`src/rtl/rv_li_encoder.sv`:
```
// Expands a (32-bit constant, rd) request into the RV32I "li rd, value" sequence
// (LUI and/or ADDI, or a NOP for rd == x0) on a valid/ready instruction stream.
module rv_li_encoder #(
    parameter bit OPT_SHORT = 1'b1
) (
    input  logic        clk_i,
    input  logic        rst_i,
    input  logic        req_valid_i,
    output logic        req_ready_o,
    input  logic [31:0] value_i,
    input  logic [4:0]  rd_i,
    output logic        instr_valid_o,
    input  logic        instr_ready_i,
    output logic [31:0] instr_o,
    output logic        instr_last_o,
    output logic        busy_o
);

    typedef enum logic [1:0] {
        IDLE,
        EMIT_LUI,
        EMIT_ADDI
    } state_t;

    localparam logic [31:0] NOP_WORD = 32'h0000_0013;
    localparam logic [6:0]  OP_LUI   = 7'b0110111;
    localparam logic [6:0]  OP_IMM   = 7'b0010011;

    state_t      state;
    logic        pair;
    logic [31:0] pending;

    logic [11:0] lo;
    logic [19:0] hi;
    logic        fits_imm12;
    logic        lo_zero;
    logic        rd_zero;
    logic [31:0] lui_word;
    logic [31:0] addi_x0_word;
    logic [31:0] addi_rd_word;
    logic        accept;
    logic        fire;

    // hi absorbs the carry from the sign-extended ADDI immediate
    always_comb begin
        lo           = value_i[11:0];
        hi           = value_i[31:12] + {19'd0, value_i[11]};
        fits_imm12   = (value_i[31:11] == '0) || (value_i[31:11] == '1);
        lo_zero      = (lo == '0);
        rd_zero      = (rd_i == '0);
        lui_word     = {hi, rd_i, OP_LUI};
        addi_x0_word = {lo, 5'd0, 3'b000, rd_i, OP_IMM};
        addi_rd_word = {lo, rd_i, 3'b000, rd_i, OP_IMM};
    end

    assign accept = req_valid_i && req_ready_o;
    assign fire   = instr_valid_o && instr_ready_i;

    always_ff @(posedge clk_i or posedge rst_i) begin
        if (rst_i) begin
            state         <= IDLE;
            pair          <= 1'b0;
            pending       <= '0;
            req_ready_o   <= 1'b1;
            instr_valid_o <= 1'b0;
            instr_o       <= '0;
            instr_last_o  <= 1'b0;
            busy_o        <= 1'b0;
        end else begin
            case (state)
                IDLE: begin
                    if (accept) begin
                        req_ready_o   <= 1'b0;
                        busy_o        <= 1'b1;
                        instr_valid_o <= 1'b1;
                        pending       <= addi_rd_word;
                        if (rd_zero) begin
                            instr_o      <= NOP_WORD;
                            instr_last_o <= 1'b1;
                            pair         <= 1'b0;
                            state        <= EMIT_ADDI;
                        end else if (OPT_SHORT && fits_imm12) begin
                            instr_o      <= addi_x0_word;
                            instr_last_o <= 1'b1;
                            pair         <= 1'b0;
                            state        <= EMIT_ADDI;
                        end else if (OPT_SHORT && lo_zero) begin
                            instr_o      <= lui_word;
                            instr_last_o <= 1'b1;
                            pair         <= 1'b0;
                            state        <= EMIT_LUI;
                        end else begin
                            instr_o      <= lui_word;
                            instr_last_o <= 1'b0;
                            pair         <= 1'b1;
                            state        <= EMIT_LUI;
                        end
                    end
                end

                EMIT_LUI: begin
                    if (fire) begin
                        if (pair) begin
                            instr_o      <= pending;
                            instr_last_o <= 1'b1;
                            state        <= EMIT_ADDI;
                        end else begin
                            instr_valid_o <= 1'b0;
                            instr_o       <= '0;
                            instr_last_o  <= 1'b0;
                            busy_o        <= 1'b0;
                            req_ready_o   <= 1'b1;
                            state         <= IDLE;
                        end
                    end
                end

                EMIT_ADDI: begin
                    if (fire) begin
                        instr_valid_o <= 1'b0;
                        instr_o       <= '0;
                        instr_last_o  <= 1'b0;
                        busy_o        <= 1'b0;
                        req_ready_o   <= 1'b1;
                        state         <= IDLE;
                    end
                end

                default: begin
                    instr_valid_o <= 1'b0;
                    instr_o       <= '0;
                    instr_last_o  <= 1'b0;
                    busy_o        <= 1'b0;
                    req_ready_o   <= 1'b1;
                    state         <= IDLE;
                end
            endcase
        end
    end

endmodule

```
`config.mk`:
```
export PLATFORM = sky130hd
export DESIGN_NAME = rv_li_encoder
export DESIGN_NICKNAME = d
export VERILOG_FILES = /design/src/rtl/rv_li_encoder.sv
export SDC_FILE = /design/constraint.sdc
export NUM_CORES = 1
export LEC_CHECK = 0
export CORE_AREA = 2 2 87 89
export CTS_BUF_LIST = sky130_fd_sc_hd__clkbuf_4 sky130_fd_sc_hd__clkbuf_8
export CTS_CLUSTER_SIZE = 30
export DETAILED_ROUTE_END_ITERATION = 7
export DIE_AREA = 0 0 89 91
export PLACE_DENSITY = 0.67
export SETUP_SLACK_MARGIN = 0.1
export SYNTH_ARGS = -nofsm -noshare
export SYNTH_HDL_FRONTEND = slang
export SYNTH_SLANG_ARGS = --single-unit
```
`constraint.sdc`:
```
create_clock -name clk_i -period 1.8 [get_ports clk_i]
set_input_delay 0.27 -clock clk_i [delete_from_list [all_inputs] [get_ports clk_i]]
set_output_delay 0.27 -clock clk_i [all_outputs]
set_load 0.02 [all_outputs]
```
; Word-level counts from Yosys, hierarchy flattened
; Cells that the tools add are included.
[op_classes]
addsub = 1
n_eq_ne = 7
n_reduce_logical = 10
muxes = 34
[op_table]
columns = operator, count
row1 = 32-bit 2-to-1 mux, 6
row2 = 32-bit case mux with 3 select lines, 1
row3 = 21-bit equality test (second input constant), 1
row4 = 21-bit logical NOT, 1
row5 = 20-bit by 1-bit adder with 20-bit output, 1
row6 = 1-bit 2-to-1 mux, 17
row7 = 12-bit logical NOT, 1
row8 = 2-bit 2-to-1 mux, 6
row9 = 1-bit case mux with 3 select lines, 3
row10 = 2-bit != test (second input constant), 4
row11 = 2-bit case mux with 3 select lines, 1
row12 = 5-bit logical NOT, 1
row13 = 4-bit AND reduction, 1
row14 = 3-bit AND reduction, 1
row15 = 2-bit by 1-bit equality test with 1-bit output (second input constant), 1
row16 = 2-bit equality test (second input constant), 1
row17 = 1-bit logical AND, 2
row18 = 2-bit logical NOT, 1
row19 = 2-bit AND reduction, 1
row20 = 1-bit logical OR, 1
[totals]
output_inout_bits = 36
in_bits = 41
register_bits = 63
elab_cells = 59

; Logic depth before layout (Yosys ltp)
[logic_depth]
word_depth = 6
depth_mapped = 7
ltp_nobuf = 7

; Worst setup path after synthesis
; No wires, ideal clock.
[synth_path]
path_type = flip-flop to flip-flop
startpoint = reg, netlist name busy_o
endpoint = reg instr_last_o
path_slack_ns = 0.031
required_time_ns = 1.713
stages_incl_launch_ff = 6
t_arrival_ns = 1.682
n_path_buf = 1
period_less_slack_ns = 1.769
setup_time_ns = 0.087
path_cell_list = dfrtp_1 > and3_1 > o32ai_2 > clkbuf_1 > nand2_1 > a22oi_1
[synth_lines]
columns = item, line_no
row1 = to (signal assigned), 67  ; instr_last_o <= 1'b0;
row2 = to (signal assigned), 79  ; instr_last_o <= 1'b1;
row3 = to (signal assigned), 84  ; instr_last_o <= 1'b1;
row4 = to (decl), 15  ; output logic instr_last_o,

; Final worst setup path
[layout_path]
startpoint = in value_i[29]
endpoint = reg instr_o[26]
[layout_via]
elab_chain_len = 6
elab_cells_between_ends = 7
cone_classes = 1 x eq/ne / 4 x mux / 2 x reduce/logical
[layout_lines]
columns = item, line_no
row1 = from (decl), 10  ; input logic [31:0] value_i,
row2 = 21-bit equality test / 21-bit logical NOT (equally long branches), 48  ; fits_imm12 = (value_i[31:11] == '0) || (value_i[31:11] == '1);
row3 = 1-bit logical OR *, 48
row4 = 32-bit 2-to-1 mux *, 82  ; end else if (OPT_SHORT && fits_imm12) begin
row5 = 32-bit 2-to-1 mux *, 77  ; if (rd_zero) begin
row6 = 32-bit 2-to-1 mux *, 72  ; if (accept) begin
row7 = 32-bit case mux with 3 select lines *, 70  ; case (state)
row8 = to (signal assigned), 83  ; instr_o <= addi_x0_word;
row9 = to (signal assigned), 88  ; instr_o <= lui_word;
row10 = to (signal assigned), 93  ; instr_o <= lui_word;
row11 = to (decl), 14  ; output logic [31:0] instr_o,
; Every way passes the cells marked *; elsewhere a longest branch is shown, timed or not. The select of a mux whose other input is x is not followed.
; A chain may end at the register's enable or synchronous reset.

==> reports/qor.csv <==
metric,value,unit
outcome,"complete, no violations",
Metal-1 WL,3510,µm
largest area contributor in the netlist,dfrtp_1,
RSZ-0062 raised after global routing,yes,
worst-skew pair later-pin latency,300,ps
mapped cell area,2770,µm²
Setup Crit Path Kind,input pin to flop,
Reg2Reg Setup Slack,130,ps
power density over cell area,514,nW/µm²
Seq cells post-synth,50,
Final Util,60.2,%
CTS Sinks,50,
drt drc,0,
Pint,1710,µW
TritonCTS clock tree,built,
drt first pass iters,4,
ANT cells,0,
total chip power,2210,µW
metal3 WL,365,µm
Yosys top cell area share,44.3,%
reg2reg start,req_ready_o,
FF-to-FF End,instr_o[22],
Hold Fails Final Rpt,0,
crit-path max FO,5,
LEAKAGE,0.00203,µW
GRT Resource Usage Total,21.2,%
via count,2747,
GRT Residual Overflow,0,
die height,91,µm
clock power share,36.9,%
DR vias/cell,5.22,
critical path required time,1990,ps
clock root buffer,clkbuf_8,
Netlist cell types,54,
final WL,8430,µm
pin count of the biggest net entering global routing,51,
wire length on met2,4380,µm
Synth area leaders,"dfrtp_1, nand2_1, o21ai_0",
sequential share of power,50.8,%
fin crit share,92.8,%
Detail Placement HPWL,6300,µm
Psw,505,µW
worst clock skew,7.54,ps
# IOs,77,
vias in the first global route,2821,
Max Used Layer,met4,
fin nets,471,
gpl congestion,0.938,
first-pass GRT wire length,13400,µm
initial antenna violation count,0,
worst-case clock buffer depth,2,
Comb pwr share,12.3,%
PnR worst setup slack,130,ps
die area,8100,µm²
area delta synth->final,55.4,%
sw frac,22.8,%
fin. max-slew vios,0,
VDD IR-drop max,0.330,mV
post-synthesis sequential area ratio,45.3,%
Max Cap Viol,0,
clk slew on worst S/H paths,90,ps
die width,89,µm
FP Rows,31,
crit path DAT,1860,ps
fillers,641,
fin crit period,1670,ps
yosys warns,0,
Core ar.,7140,µm²
cells after synthesis,302,
initial core utilization,38.8,%
DP Area,4010,µm²
buffers added on ports,74,
"Top FF cell, synth",dfrtp_1,
final instance area,4300,µm²
Post-synth EDFFs,0,
ANT nets after route,0,
fraction of registers with async set/reset,100,%
CTS buffer count,5,
Reg2Reg Depth,5,
drt wl/cell,16.0,µm
post-place setup slack,-479,ps
CP Capture Type,flop,
HP Class,input pin to asynchronous set/reset pin,
layout cells sized above 1,25.1,%
CTS H-tree depth,2,
Post-CTS Hold Fix Bufs,0,
mean area per synthesized cell,9.16,µm²
critical path launch point type,input pin,
area of the multi-input gates,1540,µm²
DR iter-0 viols,111,
Final setup viols,0,
register area,1250,µm²
Max Freq,0.599,GHz
## cells in the final DEF (no fill, tap or decap), types with 3 or more instances in the layout
| cell | synthesis | routed |
|---|---|---|
| nor4_2 | 0 | 6 |
| o21ai_0 | 22 | 18 |
| xor2_1 | 4 | 4 |
| a31oi_1 | 6 | 6 |
| dfrtp_1 | 49 | 47 |
| and3_1 | 3 | 3 |
| clkbuf_8 | 0 | 6 |
| inv_1 | 9 | 8 |
| nand3_1 | 9 | 6 |
| o21ai_1 | 0 | 4 |
| a22oi_1 | 12 | 10 |
| a22o_1 | 6 | 6 |
| nor4_1 | 10 | 3 |
| dlygate4sd2_1 | 0 | 23 |
| nor3_2 | 1 | 3 |
| nor2b_1 | 6 | 6 |
| a221o_1 | 5 | 5 |
| a21o_1 | 5 | 5 |
| buf_4 | 7 | 56 |
| clkdlybuf4s50_1 | 0 | 45 |
| dlymetal6s2s_1 | 0 | 5 |
| nand2_1 | 68 | 66 |
| xnor2_1 | 12 | 12 |
| buf_12 | 0 | 3 |
| buf_6 | 1 | 3 |
| nor2_1 | 12 | 11 |
| nand4_1 | 3 | 3 |
## registers in the layout (all words and copies together), names as in the netlist
signal        count
pair              1
instr_o          26
busy_o            1
state             2
pending          18
instr_last_o      1
req_ready_o       1
## per-layer routing
metal | up-vias | GRT usage [%]
li1 | 1309 | -
met1 | 1341 | 27.0
met5 | - | 0
met3 | 13 | 2.55
met4 | 0 | 7.09
met2 | 84 | 36.8
## cell usage after synthesis (5+ instances only)
library cell and number:
nand2_1 68, dfrtp_1 49, o21ai_0 22, a22oi_1 12, nor2_1 12, xnor2_1 12
nor4_1 10, clkbuf_1 9, inv_1 9, nand3_1 9, buf_4 7, a22o_1 6
a31oi_1 6, nor2b_1 6, a21o_1 5, a221o_1 5
## worst max-delay path: stages
cell and delay [ps]:
clkdlybuf4s50_1 430, nor4_2 160, nand3_1 220, a2bb2oi_4 240, and2_4 200, a221o_1 330
## final cells by class
cell class,instances,share of cell area [%]
timing repair buffer,136,28.7
tap,99,2.88
inverter,9,0.786
clock buffer,6,1.92
multi-input combinational,225,35.8
clock inverter,1,0.698
sequential,50,29.2
## how the worst max path moves through the flow
stage | from | endpoint | slack (ps) | cells past startpoint
6_report | value_i[29] | instr_o[26] | 130 | 6
2_1_floorplan | rd_i[1] | instr_o[22] | 100 | 5
3_3_place_gp | value_i[11] | instr_o[29] | -400 | 8
4_1_cts | value_i[18] | instr_o[26] | 110 | 6
5_1_grt | req_ready_o | instr_o[22] | 80 | 5
3_5_place_dp | value_i[11] | instr_o[22] | -480 | 8
## cell families after synthesis
| logic type | after synthesis | synth area share [%] |
|---|---|---|
| simple gates | 131 | 23.7 |
| compound gates | 71 | 18.6 |
| flops | 50 | 45.3 |
| buf+inv | 28 | 5.11 |
| xor+xnor | 16 | 5.07 |
| fa+ha+maj | 3 | 1.36 |
| mux | 2 | 0.724 |
| other cells | 1 | 0.136 |
## timing repair
item	in CTS	in global routing
buffers inserted	4	2
pin swaps	18	4
endpoints found under the setup margin	25	20
gates resized for setup	54	13
## through the flow
| step | TNS, ps | hold slack [ps] | instances |
|---|---|---|---|
| after floorplan | 0 | 375 | 303 |
| after global placement | -7360 | 455 | 513 |
| after detailed placement | -8930 | 464 | 513 |
| after CTS | 0 | 340 | 524 |
| after global routing | 0 | 367 | 526 |
| final | 0 | 306 | 526 |
## power by group through the flow
stage	registers [µW]	logic (µW)	clock network, µW
floorplan	1140	69.7	0
global placement	1140	269	0
detailed placement	1140	271	0
CTS	1120	270	823
global route	1120	293	862
finish	1120	272	816
No activity file was read; power rests on OpenSTA's default activity.
